**config.mk**
```make
export PLATFORM = sky130hd
export DESIGN_NAME = router_ingress
export DESIGN_NICKNAME = d
export VERILOG_FILES = /design/src/rtl/router_ingress.sv
export SDC_FILE = /design/constraint.sdc
export NUM_CORES = 1
export LEC_CHECK = 0
export BUFFER_PORTS_ARGS = -buffer_cell sky130_fd_sc_hd__clkbuf_2
export CORE_UTILIZATION = 45
export DETAILED_ROUTE_END_ITERATION = 7
export PLACE_DENSITY = 0.75
export SKIP_CTS_REPAIR_TIMING = 1
export SLEW_MARGIN = 20
export SYNTH_ARGS = -nofsm -noshare
export SYNTH_HDL_FRONTEND = slang
export SYNTH_SLANG_ARGS = --single-unit
```
**constraint.sdc**
```tcl
create_clock -name clock -period 1.8 [get_ports clock]
set_input_delay 0.09 -clock clock [delete_from_list [all_inputs] [get_ports clock]]
set_output_delay 0.09 -clock clock [all_outputs]
set_load 0.05 [all_outputs]
```
**src/rtl/router_ingress.sv**
```systemverilog
`default_nettype none
// ============================================================================
//  Module      : router_ingress
//  Description : Packet ingress stage of a 3-port router. Decodes the header
//                byte, steers header/payload/parity bytes to one of three
//                output FIFOs, back-pressures the source while the selected
//                FIFO is full, and flags parity or format errors.
//  Revision    : 1.0 - initial release
// ============================================================================
module router_ingress #(
   parameter int MAX_LEN = 63
) (
   input  logic       clock,
   input  logic       resetn,
   input  logic [7:0] data_in,
   input  logic       pkt_valid,
   input  logic [2:0] fifo_full,
   output logic       busy,
   output logic       error,
   output logic [7:0] dout,
   output logic [2:0] write_enb
);

   typedef enum logic [2:0] {
      S_IDLE        = 3'd0,
      S_LOAD_DATA   = 3'd1,
      S_FULL_HOLD   = 3'd2,
      S_LOAD_PARITY = 3'd3,
      S_CHECK       = 3'd4,
      S_DROP        = 3'd5
   } state_t;

   state_t      state_q;
   logic [1:0]  addr_q;
   logic [5:0]  cnt_q;
   logic [7:0]  parity_q;
   logic [7:0]  pbyte_q;
   logic        short_q;
   logic        error_q;
   logic [7:0]  dout_q;
   logic [2:0]  wen_q;

   logic [1:0]  hdr_addr;
   logic [5:0]  hdr_len;
   logic        hdr_bad;
   logic        hdr_full;
   logic        cur_full;
   logic        busy_c;

   // Full flag of the FIFO selected by a 2-bit address; address 3 has no FIFO.
   function automatic logic full_sel(input logic [1:0] a, input logic [2:0] f);
      case (a)
         2'd0:    full_sel = f[0];
         2'd1:    full_sel = f[1];
         2'd2:    full_sel = f[2];
         default: full_sel = 1'b0;
      endcase
   endfunction

   // One-hot write strobe for a FIFO address.
   function automatic logic [2:0] onehot(input logic [1:0] a);
      case (a)
         2'd0:    onehot = 3'b001;
         2'd1:    onehot = 3'b010;
         2'd2:    onehot = 3'b100;
         default: onehot = 3'b000;
      endcase
   endfunction

   // Header decode and back-pressure; busy must react to fifo_full in the same cycle.
   always_comb begin
      hdr_addr = data_in[1:0];
      hdr_len  = data_in[7:2];
      hdr_bad  = (hdr_addr == 2'd3) || (hdr_len == 6'd0) || (int'(hdr_len) > MAX_LEN);
      hdr_full = full_sel(hdr_addr, fifo_full);
      cur_full = full_sel(addr_q, fifo_full);
      busy_c   = 1'b0;
      case (state_q)
         S_IDLE:        busy_c = pkt_valid && (hdr_addr != 2'd3) && hdr_full;
         S_LOAD_DATA:   busy_c = cur_full;
         S_LOAD_PARITY: busy_c = cur_full;
         S_FULL_HOLD:   busy_c = 1'b1;
         S_CHECK:       busy_c = 1'b1;
         S_DROP:        busy_c = 1'b0;
         default:       busy_c = 1'b0;
      endcase
   end

   // Packet FSM: accepts bytes, drives registered FIFO writes and the error flag.
   always_ff @(posedge clock or negedge resetn) begin
      if (!resetn) begin
         state_q  <= S_IDLE;
         addr_q   <= 2'd0;
         cnt_q    <= 6'd0;
         parity_q <= 8'h00;
         pbyte_q  <= 8'h00;
         short_q  <= 1'b0;
         error_q  <= 1'b0;
         dout_q   <= 8'h00;
         wen_q    <= 3'b000;
      end else begin
         wen_q <= 3'b000;
         case (state_q)
            S_IDLE: begin
               if (pkt_valid && !busy_c) begin
                  if (hdr_bad) begin
                     error_q <= 1'b1;
                     state_q <= S_DROP;
                  end else begin
                     addr_q   <= hdr_addr;
                     cnt_q    <= hdr_len;
                     parity_q <= data_in;
                     short_q  <= 1'b0;
                     error_q  <= 1'b0;
                     dout_q   <= data_in;
                     wen_q    <= onehot(hdr_addr);
                     state_q  <= S_LOAD_DATA;
                  end
               end
            end
            S_LOAD_DATA: begin
               if (cur_full) begin
                  state_q <= S_FULL_HOLD;
               end else begin
                  dout_q <= data_in;
                  wen_q  <= onehot(addr_q);
                  if (pkt_valid) begin
                     parity_q <= parity_q ^ data_in;
                     cnt_q    <= (cnt_q != 6'd0) ? cnt_q - 6'd1 : 6'd0;
                     if (cnt_q <= 6'd1)
                        state_q <= S_LOAD_PARITY;
                  end else begin
                     // Source ended early: this byte is its parity byte.
                     pbyte_q <= data_in;
                     short_q <= 1'b1;
                     state_q <= S_CHECK;
                  end
               end
            end
            S_FULL_HOLD: begin
               if (!cur_full)
                  state_q <= (cnt_q == 6'd0) ? S_LOAD_PARITY : S_LOAD_DATA;
            end
            S_LOAD_PARITY: begin
               if (cur_full) begin
                  state_q <= S_FULL_HOLD;
               end else begin
                  dout_q  <= data_in;
                  wen_q   <= onehot(addr_q);
                  pbyte_q <= data_in;
                  if (pkt_valid) begin
                     // Packet longer than its header claims.
                     error_q <= 1'b1;
                     state_q <= S_DROP;
                  end else begin
                     state_q <= S_CHECK;
                  end
               end
            end
            S_CHECK: begin
               error_q <= (parity_q != pbyte_q) || short_q;
               state_q <= S_IDLE;
            end
            S_DROP: begin
               if (!pkt_valid)
                  state_q <= S_IDLE;
            end
            default: state_q <= S_IDLE;
         endcase
      end
   end

   assign busy      = busy_c;
   assign error     = error_q;
   assign dout      = dout_q;
   assign write_enb = wen_q;

endmodule
`default_nettype wire

```
# ---- Yosys cells after proc, flatten, opt, wreduce, memory -nomap -nowiden
# Index checks and enable logic that the tools add are counted.
dict set report totals {
  out_inout_bits 13
  regBits 40
  elab_cells 107
  inputBits 14
}
dict set report classes {
  n_lt_le_gt_ge 1
  reduce_logical 25
  bitwise 2
  n_mux 46
  eq_ne 23
  n_addsub 1
}
# op count
set op_table {}
lappend op_table {{$mux W8} 7}
lappend op_table {{$pmux W8 S2} 3}
lappend op_table {{$mux W3} 11}
lappend op_table {{$mux W6} 5}
lappend op_table {{$ne A2 B2 Y1 const B} 11}
lappend op_table {{$pmux W3 S3} 2}
lappend op_table {{$reduce_and A4 Y1} 4}
lappend op_table {{$pmux W3 S5} 1}
lappend op_table {{$logic_not A6 Y1} 2}
lappend op_table {{$pmux W1 S3} 4}
lappend op_table {{$pmux W6 S2} 1}
lappend op_table {{$reduce_and A5 Y1} 2}
lappend op_table {{$mux W1} 9}
lappend op_table {{$ne A8 B8 Y1} 1}
lappend op_table {{$xor A8 B8 Y8} 1}
lappend op_table {{$eq A2 B2 Y1 const B} 3}
lappend op_table {{$eq A3 B2 Y1 const B} 2}
lappend op_table {{$eq A3 B3 Y1 const B} 2}
lappend op_table {{$le A6 B1 Y1 const B} 1}
lappend op_table {{$pmux W3 S2} 1}
lappend op_table {{$reduce_bool A2 Y1} 3}
lappend op_table {{$reduce_bool A6 Y1} 1}
lappend op_table {{$sub A6 B1 Y6 const B} 1}
lappend op_table {{$eq A2 B1 Y1 const B} 2}
lappend op_table {{other kinds (13)} 18}

# ---- Depth between registers and ports, before layout
# Gate-level depths: netlist of the first run.
dict set report logic_depth {
  ltp_word 8
  depth_mapped 8
  mapped_depth_nobuf 6
}

# ---- Least setup slack after synthesis of the first run
# OpenSTA, ideal clock, no wires.
dict set report synth_path {
  path_type {reg2reg}
  start {register addr_q[0]}
  end {register cnt_q[2]}
  t_required_ps 1671
  arrival_time_ps 1752
  path_buffers 2
  setup_ps 129
  setup_slack_ps -82
  stages_incl_launch_ff 8
  period_less_slack_ps 1882
  cell_sequence {dfrtp_1 -> mux2i_1 -> o211ai_2 -> and3_1 -> buf_2 -> buf_2 -> o31ai_1 -> o21ai_1}
}
dict set report synth_between {
  elab_chain_cells 7
  elab_cells_between_ends 10
  cone_classes {eq/ne (4); mux (2); reduce/logical (4)}
}
# element line_no
set synth_rtl {}
lappend synth_rtl {{from (decl)} 34} ;# logic [1:0] addr_q;
lappend synth_rtl {{from (signal assigned)} 110} ;# addr_q <= hdr_addr;
lappend synth_rtl {{$eq A2 B2 Y1 (tied with other cells)} 52} ;# case (a)
lappend synth_rtl {{$pmux W1 S3 *} 52}
lappend synth_rtl {{$pmux W1 S3 *} 78} ;# case (state_q)
lappend synth_rtl {{named net busy} 18} ;# output logic busy,
lappend synth_rtl {{$logic_not A1 Y1 *} 105} ;# if (pkt_valid && !busy_c) begin
lappend synth_rtl {{$logic_and A1 B1 Y1 *} 105}
lappend synth_rtl {{$ne A2 B2 Y1 (no source line) *} n/a}
lappend synth_rtl {{$reduce_and A5 Y1 (no source line) *} n/a}
lappend synth_rtl {{to (signal assigned)} 111} ;# cnt_q <= hdr_len;
lappend synth_rtl {{to (signal assigned)} 129} ;# cnt_q <= (cnt_q != 6'd0) ? cnt_q - 6'd1 : 6'd0;
lappend synth_rtl {{to (decl)} 35} ;# logic [5:0] cnt_q;
# Mark *: on every way through the listed nets, which the timed path passes. The rest lies on a longest branch.
# A chain may end at the register's enable or synchronous reset.

# ---- Worst setup path in the final report of the first run
dict set report layout_path {
  start {register addr_q[0]}
  end {register dout_q[6] (netlist: dout[6])}
}
dict set report layout_between {
  elab_chain_cells 7
  elab_cells_between_ends 10
  cone_classes {eq/ne (4); mux (2); reduce/logical (4)}
}
# element line_no
set layout_rtl {}
lappend layout_rtl {{$eq A2 B2 Y1 (tied with other cells)} 52}
lappend layout_rtl {{$pmux W1 S3 *} 52}
lappend layout_rtl {{$pmux W1 S3} 78}
lappend layout_rtl {{$logic_not A1 Y1} 105}
lappend layout_rtl {{$logic_and A1 B1 Y1} 105}
lappend layout_rtl {{$ne A2 B2 Y1 (no source line)} n/a}
lappend layout_rtl {{$reduce_and A4 Y1 (no source line) *} n/a}
lappend layout_rtl {{to (signal assigned)} 115} ;# dout_q <= data_in;
lappend layout_rtl {{to (signal assigned)} 125} ;# dout_q <= data_in;
lappend layout_rtl {{to (signal assigned)} 148} ;# dout_q <= data_in;
lappend layout_rtl {{to (decl)} 40} ;# logic [7:0] dout_q;
# Every way passes the cells marked *; elsewhere a longest branch is shown, timed or not.

==> results.json, run 1 <==
{
  "outcome": "finished, violations left",
  "violations": "setup timing",
  "cp_cell_sequence": "mux2i_2 > o211ai_2 > buf_4 > a31oi_4 > a21oi_4 > buf_12 > mux2_4",
  "drtIter0Drc": 116,
  "num_vias": 2004,
  "worst_setup_path_start_kind": "register",
  "hp-class": "in2reg",
  "maxSlewViolCount": 0,
  "crit_slowest_cell": "dfrtp_1",
  "whs_ns": 0.153,
  "io_pins": 27,
  "cp.arrival_ns": 2.02,
  "synth.most_common_cell": "dfrtp_1",
  "cts_made_buffers": 5,
  "htreeDepth": 2,
  "synth.distinct_cells": 55,
  "dieArea_sq_mm": 0.00542,
  "root_buffer": "clkbuf_8",
  "grt_pass1_wl_mm": 9.65,
  "syn_area_sq_mm": 0.00231,
  "fp.coreArea_sq_mm": 0.00482,
  "nets": 313,
  "gp_congestion": 0.879,
  "cp-end-kind": "register",
  "viasPerCell": 5.52,
  "drive_gt1_frac": 0.358,
  "powerDensity_mw_per_mm2": 1870,
  "port_buffers": 26,
  "ys_top_cells_by_count": "dfrtp_1 (40), nor2_1 (19), inv_1 (16), nand2_1 (15), o21ai_1 (15)",
  "slowest_delay_ns": 0.40,
  "gr-usage-all-layers": 0.238,
  "drtAntennaViolNets": 0,
  "fin_skew_ns": 0.00344,
  "yosys_warnings": 0,
  "synth_nets": 252,
  "netlist.top_cell.by_area": "dfrtp_1",
  "critPathKind": "reg2reg",
  "final-hold-violation-count": 0,
  "path_max_fanout": 8,
  "fin_ws_ns": -0.0458,
  "clock_path_buffers": 2,
  "wl_per_cell_um": 16.0,
  "rsz0062_at_grt": "true",
  "ir_worst_vdd_mv": 1.14,
  "fmax_mhz": 542,
  "synth.area.top_cells": "dfrtp_1 (43%), mux2_4 (5.2%), o21ai_1 (3.3%)",
  "die_x_um": 73.6,
  "synth-main-ff-cell": "dfrtp_1",
  "start_util": 0.479,
  "synth_edf_count": 0,
  "num_antenna_cells": 0,
  "drt-total-wl_mm": 5.79,
  "area_growth_pct": 29.5,
  "cap_violations": 0,
  "die_h_um": 73.6,
  "fin_crit_ns": 1.85,
  "max-slew-margin-rel": 0.703,
  "synth_seq_area_share": 0.434,
  "setup_tns_ns": -0.324,
  "yosysTopAreaCellShare": 0.434,
  "worst_pin_slew_ns": 0.433,
  "avgSynthCellArea_sq_um": 9.82,
  "path_buf_inv": 2,
  "p_leak_nw": 1.36,
  "synth-seq-cells": 40,
  "critPathRequiredTime_ns": 1.97,
  "setup-violations-final": 9,
  "n_fill_cell": 413,
  "drc": 0,
  "clk_latency_ns": 0.29,
  "clkSinkCount": 40,
  "cp_top_family": "multiplexers",
  "fp-row-count": 25,
  "synthCells": 235,
  "fin_crit_sh": 1.03,
  "grt_max_degree": 26,
  "first_pass_iters": 4,
  "ys_async_sr_fraction": 1.00,
  "overflow": 0,
  "hpwl_mm": 4.06,
  "grt_antenna_before_repair": 0,
  "grt_pass1_vias": 1900,
  "cts_tree": "built",
  "clkTransAtPathRegs_ns": 0.08
}
[power by group]
| group | internal, mW | switching [mW] | leakage (nW) |
|---|---|---|---|
| registers | 1.31 | 0.323 | 0.498 |
| clock network | 0.263 | 0.312 | 0.0400 |
| logic | 1.49 | 1.90 | 0.827 |
[final timing paths]
path | startpoint | to | slack [ns] | depth (start not counted)
min reg2reg | pbyte_q[5]$_DFFE_PN0P_ | pbyte_q[5]$_DFFE_PN0P_ | 0.50 | 2
min | data_in[2] | parity_q[2]$_DFFE_PN0P_ | 0.15 | 3
min in group asynchronous | resetn | addr_q[0]$_DFFE_PN0P_ | 0.27 | 2
max in group asynchronous | resetn | parity_q[7]$_DFFE_PN0P_ | 0.84 | 3
max reg2reg | addr_q[0]$_DFFE_PN0P_ | dout[6]$_DFFE_PN0P_ | -0.05 | 7
max | addr_q[0]$_DFFE_PN0P_ | dout[6]$_DFFE_PN0P_ | -0.05 | 7
[sequential cells by signal, indices dropped and copies added, names as in the netlist]
name       cells
write_enb      3
short_q        1
addr_q         2
cnt_q          6
parity_q       8
dout           8
error          1
pbyte_q        8
state_q        3
[tightest hold or removal path, stage by stage]
cell,delay (ns)
clkbuf_2,0.15
inv_1,0.09
o21ai_1,0.06
[cell usage in the layout, fill, tap and decap left out, types with 3 or more instances in the layout]
cell      Yosys  layout
buf_6         0       3
mux2_4        8       9
nor4_1        4       3
o21ai_1      15      15
nand2b_1      7       7
o31ai_1      10       8
clkbuf_2      0      25
o32ai_1       3       3
nand2_1      15      13
o21ai_0      10      10
clkbuf_8      0       5
inv_1        16      16
nor2_1       19      18
dfrtp_1      40      40
o211ai_1      4       4
xnor2_1       8       8
a21oi_1       9       8
ha_1          3       3
a32oi_1       4       3
a22oi_1       3       3
buf_4         0      35
[logic make-up (layout without fill, tap and decap cells)]
kind of cell	Yosys count	count (layout)	synth area share
multiplexers	14	14	0.0797
adder cells (fa/ha/maj)	3	3	0.0163
buffers and inverters	28	89	0.0493
flip-flops	40	40	0.434
AO/OA/AOI/OAI	81	81	0.257
XOR/XNOR	8	8	0.0304
AND/OR/NAND/NOR	61	61	0.134
[per-stage QoR]
step / std cells / instance area [sq um] / setup WS [ns] / total power [mW] / util
floorplan: 235 / 2330 / 0.00552 / 3.78 / -
global route: 363 / 2990 / -0.120 / 6.00 / 0.620
global placement: 351 / 2760 / -0.0443 / 4.64 / 0.574
finish: 363 / 2990 / -0.0458 / 5.60 / 0.620
CTS: 358 / 2840 / -0.227 / 5.30 / 0.590
detailed placement: 351 / 2760 / -0.127 / 4.70 / 0.574
[cell type report]
| class | instances | area, sq um | area share |
|---|---|---|---|
| Clock buffer | 5 | 68.8 | 0.0230 |
| Clock inverter | 2 | 12.5 | 0.00419 |
| Sequential cell | 40 | 1000 | 0.335 |
| Multi-Input combinational cell | 167 | 1290 | 0.432 |
| Tap cell | 67 | 83.8 | 0.0281 |
| Timing Repair Buffer | 66 | 472 | 0.158 |
| Inverter | 16 | 60.1 | 0.0201 |
[routing by layer]
metal,vias up,wire [um],GRT usage,part of all wire
met5,-,0,0,0
met3,6,262,0.0412,0.045
li1,976,-,-,-
met2,62,2700,0.370,0.47
met4,0,43,0.0513,0.0074
met1,960,2790,0.348,0.48
Power figures use the tool's default switching activity.
==> run 2: changes to the inputs <==
--- a/config.mk
+++ b/config.mk
@@ -6,6 +6,7 @@
 export NUM_CORES = 1
 export LEC_CHECK = 0
 export BUFFER_PORTS_ARGS = -buffer_cell sky130_fd_sc_hd__clkbuf_2
+export CORE_ASPECT_RATIO = 0.9
 export CORE_UTILIZATION = 45
 export DETAILED_ROUTE_END_ITERATION = 7
 export PLACE_DENSITY = 0.75
==> constraint.sdc (replaced) <==
create_clock -name clock -period 1.8 [get_ports clock]
set_input_delay 0.18 -clock clock [delete_from_list [all_inputs] [get_ports clock]]
set_output_delay 0.18 -clock clock [all_outputs]
set_load 0.05 [all_outputs]
==> results.json, run 2 (synthesized netlist as in run 1, its figures left out) <==
{
  "powerDensity_mw_per_mm2": 1960,
  "cp.arrival_ns": 1.78,
  "fin_crit_sh": 1.09,
  "worst_setup_path_start_kind": "register",
  "grt_pass1_wl_mm": 10.0,
  "cts_tree": "built",
  "wl_per_cell_um": 17.9,
  "num_vias": 2177,
  "timing.critical_path.to": "busy",
  "die_h_um": 69.9,
  "fin_skew_ns": 0.00735,
  "setup-violations-final": 18,
  "fmax_mhz": 510,
  "die_x_um": 77.5,
  "max-slew-margin-rel": 0.658,
  "cap_violations": 0,
  "gp_congestion": 0.919,
  "violations": "setup timing",
  "whs_ns": 0.236,
  "overflow": 0,
  "drive_gt1_frac": 0.442,
  "grt_max_degree": 41,
  "critPathRequiredTime_ns": 1.62,
  "outcome": "finished, violations left",
  "rsz0062_at_grt": "true",
  "final-hold-violation-count": 0,
  "area_growth_pct": 44.6,
  "drtIter0Drc": 254,
  "port_buffers": 26,
  "hp-class": "in2reg",
  "grt_pass1_vias": 1967,
  "grt_antenna_before_repair": 0,
  "cts_made_buffers": 5,
  "maxSlewViolCount": 0,
  "first_pass_iters": 4,
  "layout_common_cells": "dfrtp_1 (39), buf_4 (39), clkbuf_2 (25)",
  "viasPerCell": 5.81,
  "setup_tns_ns": -1.70,
  "gr-usage-all-layers": 0.242,
  "critPathKind": "reg2out",
  "num_antenna_cells": 0,
  "htreeDepth": 2,
  "rr_worst_depth": 7,
  "dieArea_sq_mm": 0.00542,
  "reg2reg_slack_ns": -0.13,
  "clock_path_buffers": 2,
  "cp-end-kind": "output port",
  "fin_ws_ns": -0.162,
  "drt-total-wl_mm": 6.72,
  "drtAntennaViolNets": 0,
  "slowest_delay_ns": 0.45,
  "fp-row-count": 24,
  "worst_pin_slew_ns": 0.513,
  "clk_latency_ns": 0.31,
  "crit_slowest_cell": "dfrtp_2",
  "dp.cells": 357,
  "fin_crit_ns": 1.96,
  "start_util": 0.471,
  "n_fill_cell": 358,
  "drc": 0,
  "clkTransAtPathRegs_ns": 0.09,
  "root_buffer": "clkbuf_8",
  "p_leak_nw": 1.47,
  "clkSinkCount": 40,
  "fp.coreArea_sq_mm": 0.00489,
  "path_max_fanout": 5,
  "nets": 326,
  "ir_worst_vdd_mv": 1.17,
  "io_pins": 27,
  "cp_cell_sequence": "mux2i_4 > o211ai_2 > and3_4 > buf_6 > buf_8",
  "r2r-end": "dout[4]$_DFFE_PN0P_",
  "hpwl_mm": 4.36,
  "final_cells": 375,
  "crit_start": "addr_q[0]$_DFFE_PN0P_",
  "worstReg2RegStart": "addr_q[0]$_DFFE_PN0P_"
}
-- run 2: worst max-delay path: cells and delay by family (launching register included) --
kind,cells,cell delay [ns]
DFF,1,0.45
and+or+nand+nor,1,0.27
buffers and inverters,2,0.27
muxes,1,0.21
AOI/OAI and AO/OA,1,0.28
-- run 2: report_power, final --
part           switching [mW]  total (mW)  internal, mW
logic                    2.29        4.23          1.94
registers               0.370        1.68          1.32
clock network           0.351       0.626         0.275
total                    3.01        6.55          3.53
-- run 2: how the worst min path moves through the flow --
| stage | start | depth (start not counted) | to | slack [ns] |
|---|---|---|---|---|
| global route | data_in[3] | 3 | dout[3]$_DFFE_PN0P_ | 0.26 |
| global placement | resetn | 2 | write_enb[1]$_DFF_PN0_ | 0.28 |
| floorplan | resetn | 0 | addr_q[0]$_DFFE_PN0P_ | -0.12 |
| finish | data_in[3] | 3 | dout[3]$_DFFE_PN0P_ | 0.24 |
| CTS | resetn | 2 | write_enb[1]$_DFF_PN0_ | -0.07 |
| detailed placement | resetn | 2 | write_enb[1]$_DFF_PN0_ | 0.27 |
-- run 2: routing by layer --
layer	vias to the layer above	track usage	wire length, um
met2	82	0.373	3340
met5	-	0	0
met3	11	0.0458	426
met4	0	0.0839	108
met1	1073	0.342	2850
li1	1011	-	-
-- run 2: area by class of cell --
| cell class | instances | area, sq um | share of cell area |
|---|---|---|---|
| well taps | 65 | 81.3 | 0.0244 |
| inverters | 16 | 60.1 | 0.0180 |
| clock inverters | 3 | 23.8 | 0.00712 |
| repair buffers | 79 | 637 | 0.191 |
| flip-flops and latches | 40 | 1000 | 0.300 |
| clock buffers | 5 | 68.8 | 0.0206 |
| multi-input cells | 167 | 1460 | 0.439 |
-- run 2: per-stage QoR --
stage | instance area [sq um] | power (mW) | util | setup slack (ns)
6_report | 3340 | 6.55 | 0.682 | -0.162
5_1_grt | 3340 | 6.90 | 0.682 | -0.211
4_1_cts | 2930 | 5.55 | 0.598 | -0.247
3_5_place_dp | 2830 | 4.91 | 0.579 | -0.107
3_3_place_gp | 2830 | 4.82 | 0.579 | -0.0485
2_1_floorplan | 2330 | 3.78 | - | -0.0283
